===== src/rtl/conv_pkg.sv =====
// conv_pkg: types and constants shared by the convolution operator and its
// stream driver.
//   WIDTH       - bits per sample / kernel coefficient
//   LEN         - number of taps (window length)
//   data_vector - LEN elements; data[0] is the oldest sample / first tap
//   result_t    - dot-product result, wide enough for LEN full-scale products
//   drv_state_t - stream driver FSM states
package conv_pkg;

    localparam int WIDTH = 8;
    localparam int LEN   = 4;
    localparam int RES_W = 2 * WIDTH + $clog2(LEN);

    typedef logic [WIDTH-1:0] data_t;

    typedef struct packed {
        data_t [LEN-1:0] data;
    } data_vector;

    typedef logic [RES_W-1:0] result_t;

    typedef enum logic [1:0] {
        FILL  = 2'd0,
        ISSUE = 2'd1,
        WAIT  = 2'd2
    } drv_state_t;

endpackage


===== src/rtl/conv_result_skid.sv =====
// conv_result_skid: single-entry result register with valid/ready on both
// sides.
//   clk, rst             - clock, synchronous active-high reset
//   in_data/in_valid     - result offered by the driver
//   in_ready             - register is empty or is being drained this cycle
//   out_data/out_valid   - buffered result
//   out_ready            - downstream accepts out_data
//
// Handshake: a transfer happens on a rising edge where valid && ready are both
// high; valid must stay high with stable data until that transfer.
module conv_result_skid
    import conv_pkg::*;
(
    input  logic    clk,
    input  logic    rst,
    input  result_t in_data,
    input  logic    in_valid,
    output logic    in_ready,
    output result_t out_data,
    output logic    out_valid,
    input  logic    out_ready
);

    // Drain and reload in the same cycle keep the entry full with new data.
    assign in_ready = ~out_valid | out_ready;

    always_ff @(posedge clk) begin
        if (rst) begin
            out_valid <= 1'b0;
            out_data  <= '0;
        end else if (in_valid && in_ready) begin
            out_valid <= 1'b1;
            out_data  <= in_data;
        end else if (out_ready) begin
            out_valid <= 1'b0;
        end
    end

endmodule


===== src/rtl/conv_stream_driver.sv =====
// conv_stream_driver: feeds the convolution operator from a serial sample
// stream. Keeps a sliding window of LEN samples and a latched kernel, issues
// (kernel, window) pairs to the operator, and buffers each result.
//   clk, rst                       - clock, synchronous active-high reset
//   kernel_in/kernel_load          - kernel write, accepted while kernel_ready
//   sample_in/sample_valid         - input stream, accepted while sample_ready
//   flush                          - restart the window fill
//   op_kernel/op_data/op_in_valid  - request to operator (op_in_ready)
//   op_result/op_out_valid         - result from operator (op_out_ready)
//   result_out/result_valid        - buffered result (result_ready)
//   state_dbg                      - current FSM state
//
// Handshake: every valid/ready pair transfers on a rising edge where both are
// high; a valid, once raised, stays high with stable payload until then.
module conv_stream_driver
    import conv_pkg::*;
#(
    parameter int STRIDE = 1,
    parameter int CNT_W  = $clog2(LEN + 1)
) (
    input  logic       clk,
    input  logic       rst,
    input  data_vector kernel_in,
    input  logic       kernel_load,
    output logic       kernel_ready,
    input  data_t      sample_in,
    input  logic       sample_valid,
    output logic       sample_ready,
    input  logic       flush,
    output data_vector op_kernel,
    output data_vector op_data,
    output logic       op_in_valid,
    input  logic       op_in_ready,
    input  result_t    op_result,
    input  logic       op_out_valid,
    output logic       op_out_ready,
    output result_t    result_out,
    output logic       result_valid,
    input  logic       result_ready,
    output drv_state_t state_dbg
);

    drv_state_t       state, state_nxt;
    data_vector       window_q;
    data_vector       kernel_q;
    logic [CNT_W-1:0] cnt_q;
    logic [CNT_W-1:0] need;
    logic             first_q;
    logic             flush_pend_q;
    logic             sample_take;
    logic             window_done;
    logic             result_take;
    logic             skid_in_ready;

    // The first window after reset/flush needs a full fill; later ones only
    // need STRIDE fresh samples.
    assign need = first_q ? CNT_W'(LEN) : CNT_W'(STRIDE);

    assign op_kernel = kernel_q;
    assign op_data   = window_q;
    assign state_dbg = state;

    always_ff @(posedge clk) begin
        if (rst) state <= FILL;
        else     state <= state_nxt;
    end

    always_comb begin
        state_nxt    = state;
        sample_ready = 1'b0;
        kernel_ready = 1'b0;
        op_in_valid  = 1'b0;
        op_out_ready = 1'b0;
        sample_take  = 1'b0;
        window_done  = 1'b0;
        result_take  = 1'b0;
        case (state)
            FILL: begin
                kernel_ready = 1'b1;
                // flush has priority: the sample offered alongside it stays put.
                sample_ready = ~flush;
                sample_take  = sample_valid & ~flush;
                window_done  = sample_take && (cnt_q + CNT_W'(1) == need);
                if (window_done) state_nxt = ISSUE;
            end
            ISSUE: begin
                op_in_valid = 1'b1;
                if (op_in_ready) state_nxt = WAIT;
            end
            WAIT: begin
                op_out_ready = skid_in_ready;
                result_take  = op_out_valid & skid_in_ready;
                if (result_take) state_nxt = FILL;
            end
            default: state_nxt = FILL;
        endcase
    end

    always_ff @(posedge clk) begin
        if (rst) begin
            window_q     <= '0;
            kernel_q     <= '0;
            cnt_q        <= '0;
            first_q      <= 1'b1;
            flush_pend_q <= 1'b0;
        end else begin
            case (state)
                FILL: begin
                    // A load in the window-completing cycle lands in kernel_q on
                    // the same edge, so the issued pair already uses it.
                    if (kernel_load) kernel_q <= kernel_in;
                    if (flush) begin
                        cnt_q    <= '0;
                        first_q  <= 1'b1;
                        window_q <= '0;
                    end else if (sample_take) begin
                        for (int i = 0; i < LEN - 1; i++) begin
                            window_q.data[i] <= window_q.data[i+1];
                        end
                        window_q.data[LEN-1] <= sample_in;
                        cnt_q <= window_done ? '0 : cnt_q + CNT_W'(1);
                    end
                end
                ISSUE: begin
                    if (flush) flush_pend_q <= 1'b1;
                end
                WAIT: begin
                    if (result_take) begin
                        // A flush seen while busy takes effect only now, after
                        // the in-flight result has been collected.
                        if (flush || flush_pend_q) begin
                            first_q      <= 1'b1;
                            window_q     <= '0;
                            cnt_q        <= '0;
                            flush_pend_q <= 1'b0;
                        end else begin
                            first_q <= 1'b0;
                        end
                    end else if (flush) begin
                        flush_pend_q <= 1'b1;
                    end
                end
                default: ;
            endcase
        end
    end

    conv_result_skid u_skid (
        .clk       (clk),
        .rst       (rst),
        .in_data   (op_result),
        .in_valid  (result_take),
        .in_ready  (skid_in_ready),
        .out_data  (result_out),
        .out_valid (result_valid),
        .out_ready (result_ready)
    );

endmodule

===== config.mk =====
export PLATFORM = sky130hd
export DESIGN_NAME = conv_stream_driver
export DESIGN_NICKNAME = d
export VERILOG_FILES = /design/src/rtl/conv_pkg.sv /design/src/rtl/conv_result_skid.sv /design/src/rtl/conv_stream_driver.sv
export SDC_FILE = /design/constraint.sdc
export NUM_CORES = 1
export LEC_CHECK = 0
export CORE_ASPECT_RATIO = 1.5
export CORE_UTILIZATION = 46
export DETAILED_ROUTE_END_ITERATION = 8
export PLACE_DENSITY = 0.89
export SETUP_SLACK_MARGIN = 0.1
export SLEW_MARGIN = 0
export SYNTH_ARGS = -nofsm -noshare
export SYNTH_HDL_FRONTEND = slang
export SYNTH_HIERARCHICAL = 1
export SYNTH_SLANG_ARGS = --single-unit

===== constraint.sdc =====
create_clock -name clk -period 4.38 [get_ports clk]
set_input_delay 0.876 -clock clk [delete_from_list [all_inputs] [get_ports clk]]
set_output_delay 0.876 -clock clk [all_outputs]
set_load 0.05 [all_outputs]

Word-level counts from Yosys, hierarchy flattened:

Index checks and enable logic that the tools add are counted.

* register bits: 90
* input bits: 66
* output and inout bits: 89
* word-level logic and storage cells: 76

* $add $sub $neg: 1
* equality and inequality tests: 11
* muxes and demuxes: 33
* bitwise operators: 5
* reductions and logical operators: 12

Operators by type and width (number)
* $mux W32: 4
* $pmux W32 S2: 1
* $mux W3: 6
* $mux W1: 15
* $ne A2 B2 Y1 const B: 5
* $mux W2: 3
* $ne A3 B3 Y1 const B: 2
* $pmux W2 S3: 1
* $pmux W3 S2: 1
* $reduce_and A3 Y1: 2
* $reduce_bool A2 Y1: 3
* $pmux W1 S2: 2
* $reduce_and A2 Y1: 2
* $reduce_and A4 Y1: 1
* $add A3 B1 Y3 const B: 1
* $eq A3 B3 Y1: 1
* $and A1 B1 Y1: 2
* $eq A2 B1 Y1 const B: 1
* $eq A2 B2 Y1 const B: 1
* $logic_and A1 B1 Y1: 2
* $logic_not A2 Y1: 1
* $ne A2 B1 Y1 const B: 1
* $not A1 Y1: 2
* $logic_or A1 B1 Y1: 1
* $or A1 B1 Y1: 1

Depth between registers and ports, before layout:

Gate-level depths: netlist (run 1).

* word-level depth: 8
* gate-level depth with buffers: 9
* gate-level depth less buffers: 5

Hierarchy:

Netlist (run 1), hierarchy kept.

Modules (own cells, without submodules)
* conv_stream_driver: times used 1, cells each 338, area each 2752.6 sq um, seq. area each 1421.4 sq um
* conv_result_skid: times used 1, cells each 86, area each 991.0 sq um, seq. area each 380.4 sq um

Worst setup path after synthesis (run 1):

OpenSTA, ideal clock, no wires.

* path kind: input to output
* start point: in result_ready
* end point: out op_out_ready
* arrival: 1.698 ns
* data required time: 3.504 ns
* path slack: 1.806 ns
* stages: 4
* path buffers: 2
* cell sequence: nand2b_4 buf_6 buf_12 and2_1

* word-level cells in the longest chain between the ends: 2

RTL lines
* from (decl): line conv_stream_driver.sv:39 `input logic result_ready,`
* $or A1 B1 Y1: line conv_result_skid.sv:25 `assign in_ready = ~out_valid | out_ready;`
* via skid_in_ready: line conv_stream_driver.sv:53 `logic skid_in_ready;`
* $mux W1: line conv_stream_driver.sv:77 `case (state)`
* to (decl): line conv_stream_driver.sv:36 `output logic op_out_ready,`

The timed path passes the listed nets, and every way through them passes these cells.

Final worst setup path (run 1):

* start point: in flush
* end point: out sample_ready

* word-level cells in the longest chain between the ends: 2

RTL lines
* from (decl): line conv_stream_driver.sv:29 `input logic flush,`
* $not A1 Y1: line conv_stream_driver.sv:81 `sample_ready = ~flush;`
* $mux W1: line conv_stream_driver.sv:77
* to (decl): line conv_stream_driver.sv:28 `output logic sample_ready,`

Every way passes these cells.

==> out/results.txt, run 1 <==
Nets@finish: 622
Crit end category: primary output
Worst Path Required: 3500 ps
Layout overhead on the synthesized area: 46.06%
Syn Std Cell Area: 0.003744 mm^2
Fin area: 0.005468 mm^2
Most common cell in the synthesized netlist: nand2_1
Post-Route WL: 9826 um
Internal: 1.467 mW
Post-Synthesis Cells: 424
Die area: 0.008510 mm^2
Hold Fails Final Rpt: 0
Synth top cells by count: nand2_1, dfxtp_1, a21oi_1
Longest Clk Path Bufs: 2
Status: completed
Setup bufs post-CTS: 0
Power share of the sequential group: 0.440
Worst EP arrival: 2560 ps
Sw frac: 0.2489
DR iter-0 viols: 203
Slew Limit Headroom: 0.2719
Final Cycle Share: 0.7845
Pwr Density: 357.2 mW/mm^2
Congestion Overflow GR: 0
Post-synth top area share: 0.4813
DP Area: 0.005160 mm^2
Syn_area_per_cell: 8.829 um^2
DRC: 0
Post-synthesis net count: 491
Gpl congestion: 0.7936
Starting Density: 0.4825
Row count: 39
TritonCTS clock tree: done
Post-synth EDFFs: 0
Total core area: 0.007759 mm^2
Final ANT Viol Nets: 0
Max Cap Viol: 0
All-Layer GR Usage: 0.2358
Fmax: 0.2910 GHz
Power consumption: 1.953 mW
Main synth FF type: dfxtp_1
RSZ-0062 raised after global routing: false
Max VDD drop: 0.0002578 V
Worst-Skew Late Latency: 340 ps
Initial antenna violation count: 0
Post-CTS Hold Buffers: 0
Distinct cells, synth: 39
Number of global-route vias before repair: 3290
Area occupied by multi-input gates: 0.001647 mm^2
Fill cell count: 583
Yosys top cell by area: dfxtp_1
Setup TNS: 0 ps
Yosys reg bits: 90
Net Switching: 486.1 uW
Clk sink count: 90
Hold crit path type: reg2reg
CTS root buffer: clkbuf_16
Fraction of layout cells with a size suffix above 1: 0.09319
Asr flop ratio synth: 0
Num CTS Buffers: 9
Minimum clock period: 3436 ps
I/O Pins: 155
Worst-margin pin slew: 1092 ps
CP max FO: 7
Via count: 3453
1st-pass router iterations: 5
P_leak: 1.928 nW
Die W: 75.66 um
Combinational share of power: 0.148
Syn. warnings: 6
Final slew viol count: 0
Clock power share: 0.412
Clk slew on worst S/H paths: 60 ps
WS Path Type: in2out
Post-CTS sizing: 0
Post-synthesis sequential area ratio: 0.4813
Largest net degree at the start of global routing: 92
Ranking of synthesized cells by area: dfxtp_1, nand2_1, a21oi_1, nand3_1, a21bo_1
Skew final: 7.259 ps
Detailed-route wire length per cell: 14.89 um
Depth of the CTS H-tree: 3
Final setup vio count: 0
Seq. cell area: 0.001802 mm^2
Die span in y: 112.5 um
Port buffer count: 154
DR vias/cell: 5.232
Crit start category: input pin
Diode count: 0
DP Wirelength: 6662 um
Global-route wire length before repair: 15130 um
[metal layers]
layer	vias up	GRT usage	wire [um]
met3	26	0.06912	591
met1	1604	0.2425	3643
met4	0	0.1321	374
met5	-	0	0
li1	1698	-	-
met2	125	0.4107	5217
[cell families (layout without fill, tap and decap cells)]
group	count (synthesis)	in the layout	synth area share
AOI/OAI and AO/OA	117	117	0.2132
xor gates and xnor gates	1	1	0.002340
muxes	2	2	0.005348
DFF	90	90	0.4813
buffers and inverters	42	176	0.07955
adders and majority gates	1	1	0.003342
and+or+nand+nor	171	171	0.2149
[area by class of cell]
type / count / share of cell area
Tap cell: 102 / 0.02334
Clock buffer: 11 / 0.04439
Sequential cell: 90 / 0.3295
Clock inverter: 3 / 0.01190
Timing Repair Buffer: 158 / 0.2870
Inverter: 4 / 0.002746
Multi-Input combinational cell: 292 / 0.3011
[power groups by stage]
stage | logic, mW | registers (mW) | clock network (mW)
6_report | 0.289 | 0.860 | 0.804
3_5_place_dp | 0.288 | 0.878 | 0
3_3_place_gp | 0.284 | 0.876 | 0
2_1_floorplan | 0.0912 | 0.958 | 0
5_1_grt | 0.306 | 0.862 | 0.857
4_1_cts | 0.290 | 0.860 | 0.817
[path summary, 6_finish.rpt]
check / from / endpoint / slack (ps) / cells after the start
setup / recovery: flush / sample_ready / 940 / 3
hold / removal: op_kernel[7] / op_kernel[7] / 450 / 2
setup reg to reg: u_skid/out_valid / op_data[6] / 2170 / 6
hold reg to reg: op_kernel[7] / op_kernel[7] / 450 / 2
[layout by cell type, fill, tap and decap left out, types with 5 or more instances in the layout]
master	netlist	final
a21bo_1	18	18
a21oi_1	69	69
a21oi_2	18	18
buf_4	8	5
clkbuf_16	0	9
clkdlybuf4s50_1	0	153
dfxtp_1	90	90
nand2_1	100	100
nand3_1	45	45
nand3_2	8	8
[critical path, stage by stage]
cell             delay [ps]
clkdlybuf4s50_1         580
nor3_2                  240
clkdlybuf4s50_1         860
[per-stage QoR]
stage                 util  hold slack (ps)  worst slack [ps]  std cells
floorplan                -            435.6              1806        424
CTS                 0.7047            454.8             955.2        660
detailed placement  0.6651            446.8             973.1        646
global route        0.7047            466.5             886.1        660
finish              0.7047            451.2             944.0        660
global placement    0.6651            438.9             980.6        646
[state kept, by name, summed over array words and instances (netlist names)]
| signal | flops |
|---|---|
| op_data | 32 |
| u_skid/out_data | 18 |
| u_skid/out_valid | 1 |
| op_kernel | 32 |
| state_dbg | 2 |
| first_q | 1 |
| cnt_q | 3 |
| flush_pend_q | 1 |
Note: power is estimated with default switching activity, not from simulation.
==> run 2: changes to the inputs <==
- CORE_UTILIZATION: 46 -> 39
- PLACE_DENSITY: 0.89 -> 0.81
- clock period: 4.38 -> 2.9 ns (I/O delays scaled with it)
==> out/results.txt, run 2 (synthesis gave the netlist of run 1 again) <==
Number of global-route vias before repair: 3170
Port buffer count: 154
Nets@finish: 628
Minimum clock period: 2610 ps
Crit path max-delay family: buffers and inverters
Setup bufs post-CTS: 0
Max Cap Viol: 0
Worst-margin pin slew: 664.7 ps
Worst hold slack: 452.4 ps
Post-CTS Hold Buffers: 0
Starting Density: 0.4022
Critical Path Stages: 3
Die span in y: 122.0 um
Crit start category: register
Initial antenna violation count: 0
Longest Clk Path Bufs: 2
Worst Path Required: 2320 ps
WS Path Type: reg2out
Global-route wire length before repair: 14820 um
Total core area: 0.009308 mm^2
Setup TNS: 0 ps
Worst EP arrival: 2030 ps
TritonCTS clock tree: done
Post-layout util: 0.5943
Congestion Overflow GR: 0
Final ANT Viol Nets: 0
Clk slew on worst S/H paths: 60 ps
1st-pass router iterations: 4
Most common cell after layout, fill and taps aside: clkdlybuf4s50_1
Final setup vio count: 0
All-Layer GR Usage: 0.1934
Worst-Skew Late Latency: 330 ps
Final slew viol count: 0
Crit-path cells: inv_1 > nor2_1 > clkdlybuf4s50_1
Hold depth: 2
Fmax: 0.3831 GHz
Post-Route WL: 9677 um
Largest net degree at the start of global routing: 57
Crit end category: primary output
Gpl congestion: 0.8179
Worst path max stage delay: 840 ps
Met2 GRT Util: 0.3368
Hold crit path type: reg2reg
Depth of the CTS H-tree: 3
CP max-delay cell: clkdlybuf4s50_1
P_leak: 1.957 nW
Die W: 82.00 um
Detailed-route wire length per cell: 14.32 um
Most frequent cells in the layout: clkdlybuf4s50_1, nand2_1, dfxtp_1, a21oi_1, nand3_1
Post-CTS sizing: 0
Via count: 3413
Final Cycle Share: 0.9000
Die area: 0.01000 mm^2
Grt met1 use: 0.2049
Bufs and invs on worst path: 2
DR iter-0 viols: 182
Num CTS Buffers: 9
DP Wirelength: 6874 um
DR vias/cell: 5.049
Reg2Reg Depth: 5
Status: completed
Layout overhead on the synthesized area: 47.76%
RSZ-0062 raised after global routing: false
DRC: 0
Skew final: 5.979 ps
Slew Limit Headroom: 0.5569
CTS root buffer: clkbuf_16
Max VDD drop: 0.0003407 V
Row count: 43
Pwr Density: 523.2 mW/mm^2
Hold Fails Final Rpt: 0
Fraction of layout cells with a size suffix above 1: 0.1064
CP max FO: 8
Clk sink count: 90
Busiest grt layer: met2
M3 GR Usage: 0.06217
Diode count: 0
I/O Pins: 155
## run 2: cell type report
class / count / area (um^2)
flip-flops and latches: 90 / 1802
inverters: 4 / 15.01
clock inverters: 2 / 37.54
multi-input cells: 292 / 1647
fillers: 784 / 3776
clock buffers: 12 / 256.5
repair buffers: 164 / 1634
well taps: 112 / 140.1
## run 2: metal layers
metal  up-vias  share of wire
met5         -              0
met4         0          0.026
met3        17          0.070
met2       126           0.52
met1      1563           0.39
li1       1707              -
## run 2: final timing paths
check	from	end	slack (ps)
max	state_dbg[0]	op_in_valid	290
min	op_kernel[2]	op_kernel[2]	450
max reg2reg	state_dbg[1]	u_skid/out_data[15]	1070
min reg2reg	op_kernel[2]	op_kernel[2]	450
## run 2: tightest hold or removal path, stage by stage, from the launching register on
cell and delay (ps):
dfxtp_1 310, nand2_1 50, a21oi_1 50
## run 2: where the power goes
part	switching, mW	total (mW)	leakage, nW	internal [mW]
clock	0.446	1.15	0.141	0.705
combinational	0.265	0.444	1.08	0.180
sequential	0.0235	1.30	0.733	1.28
## run 2: metrics by stage
stage | instance area, um^2 | power (mW) | setup WS (ps) | std cells
after floorplan | 3744 | 1.584 | 653.6 | 424
after global placement | 5238 | 1.760 | 568.6 | 662
after detailed placement | 5238 | 1.770 | 540.0 | 662
after CTS | 5532 | 2.931 | 300.6 | 676
after global routing | 5532 | 3.013 | 244.8 | 676
final | 5532 | 2.894 | 289.9 | 676
==> run 3: changes to the inputs <==
- CAP_MARGIN: not set -> 20
- TNS_END_PERCENT: not set -> 5
==> results of run 3 <==
Final layout, timing and power as in run 2 (identical DEF).
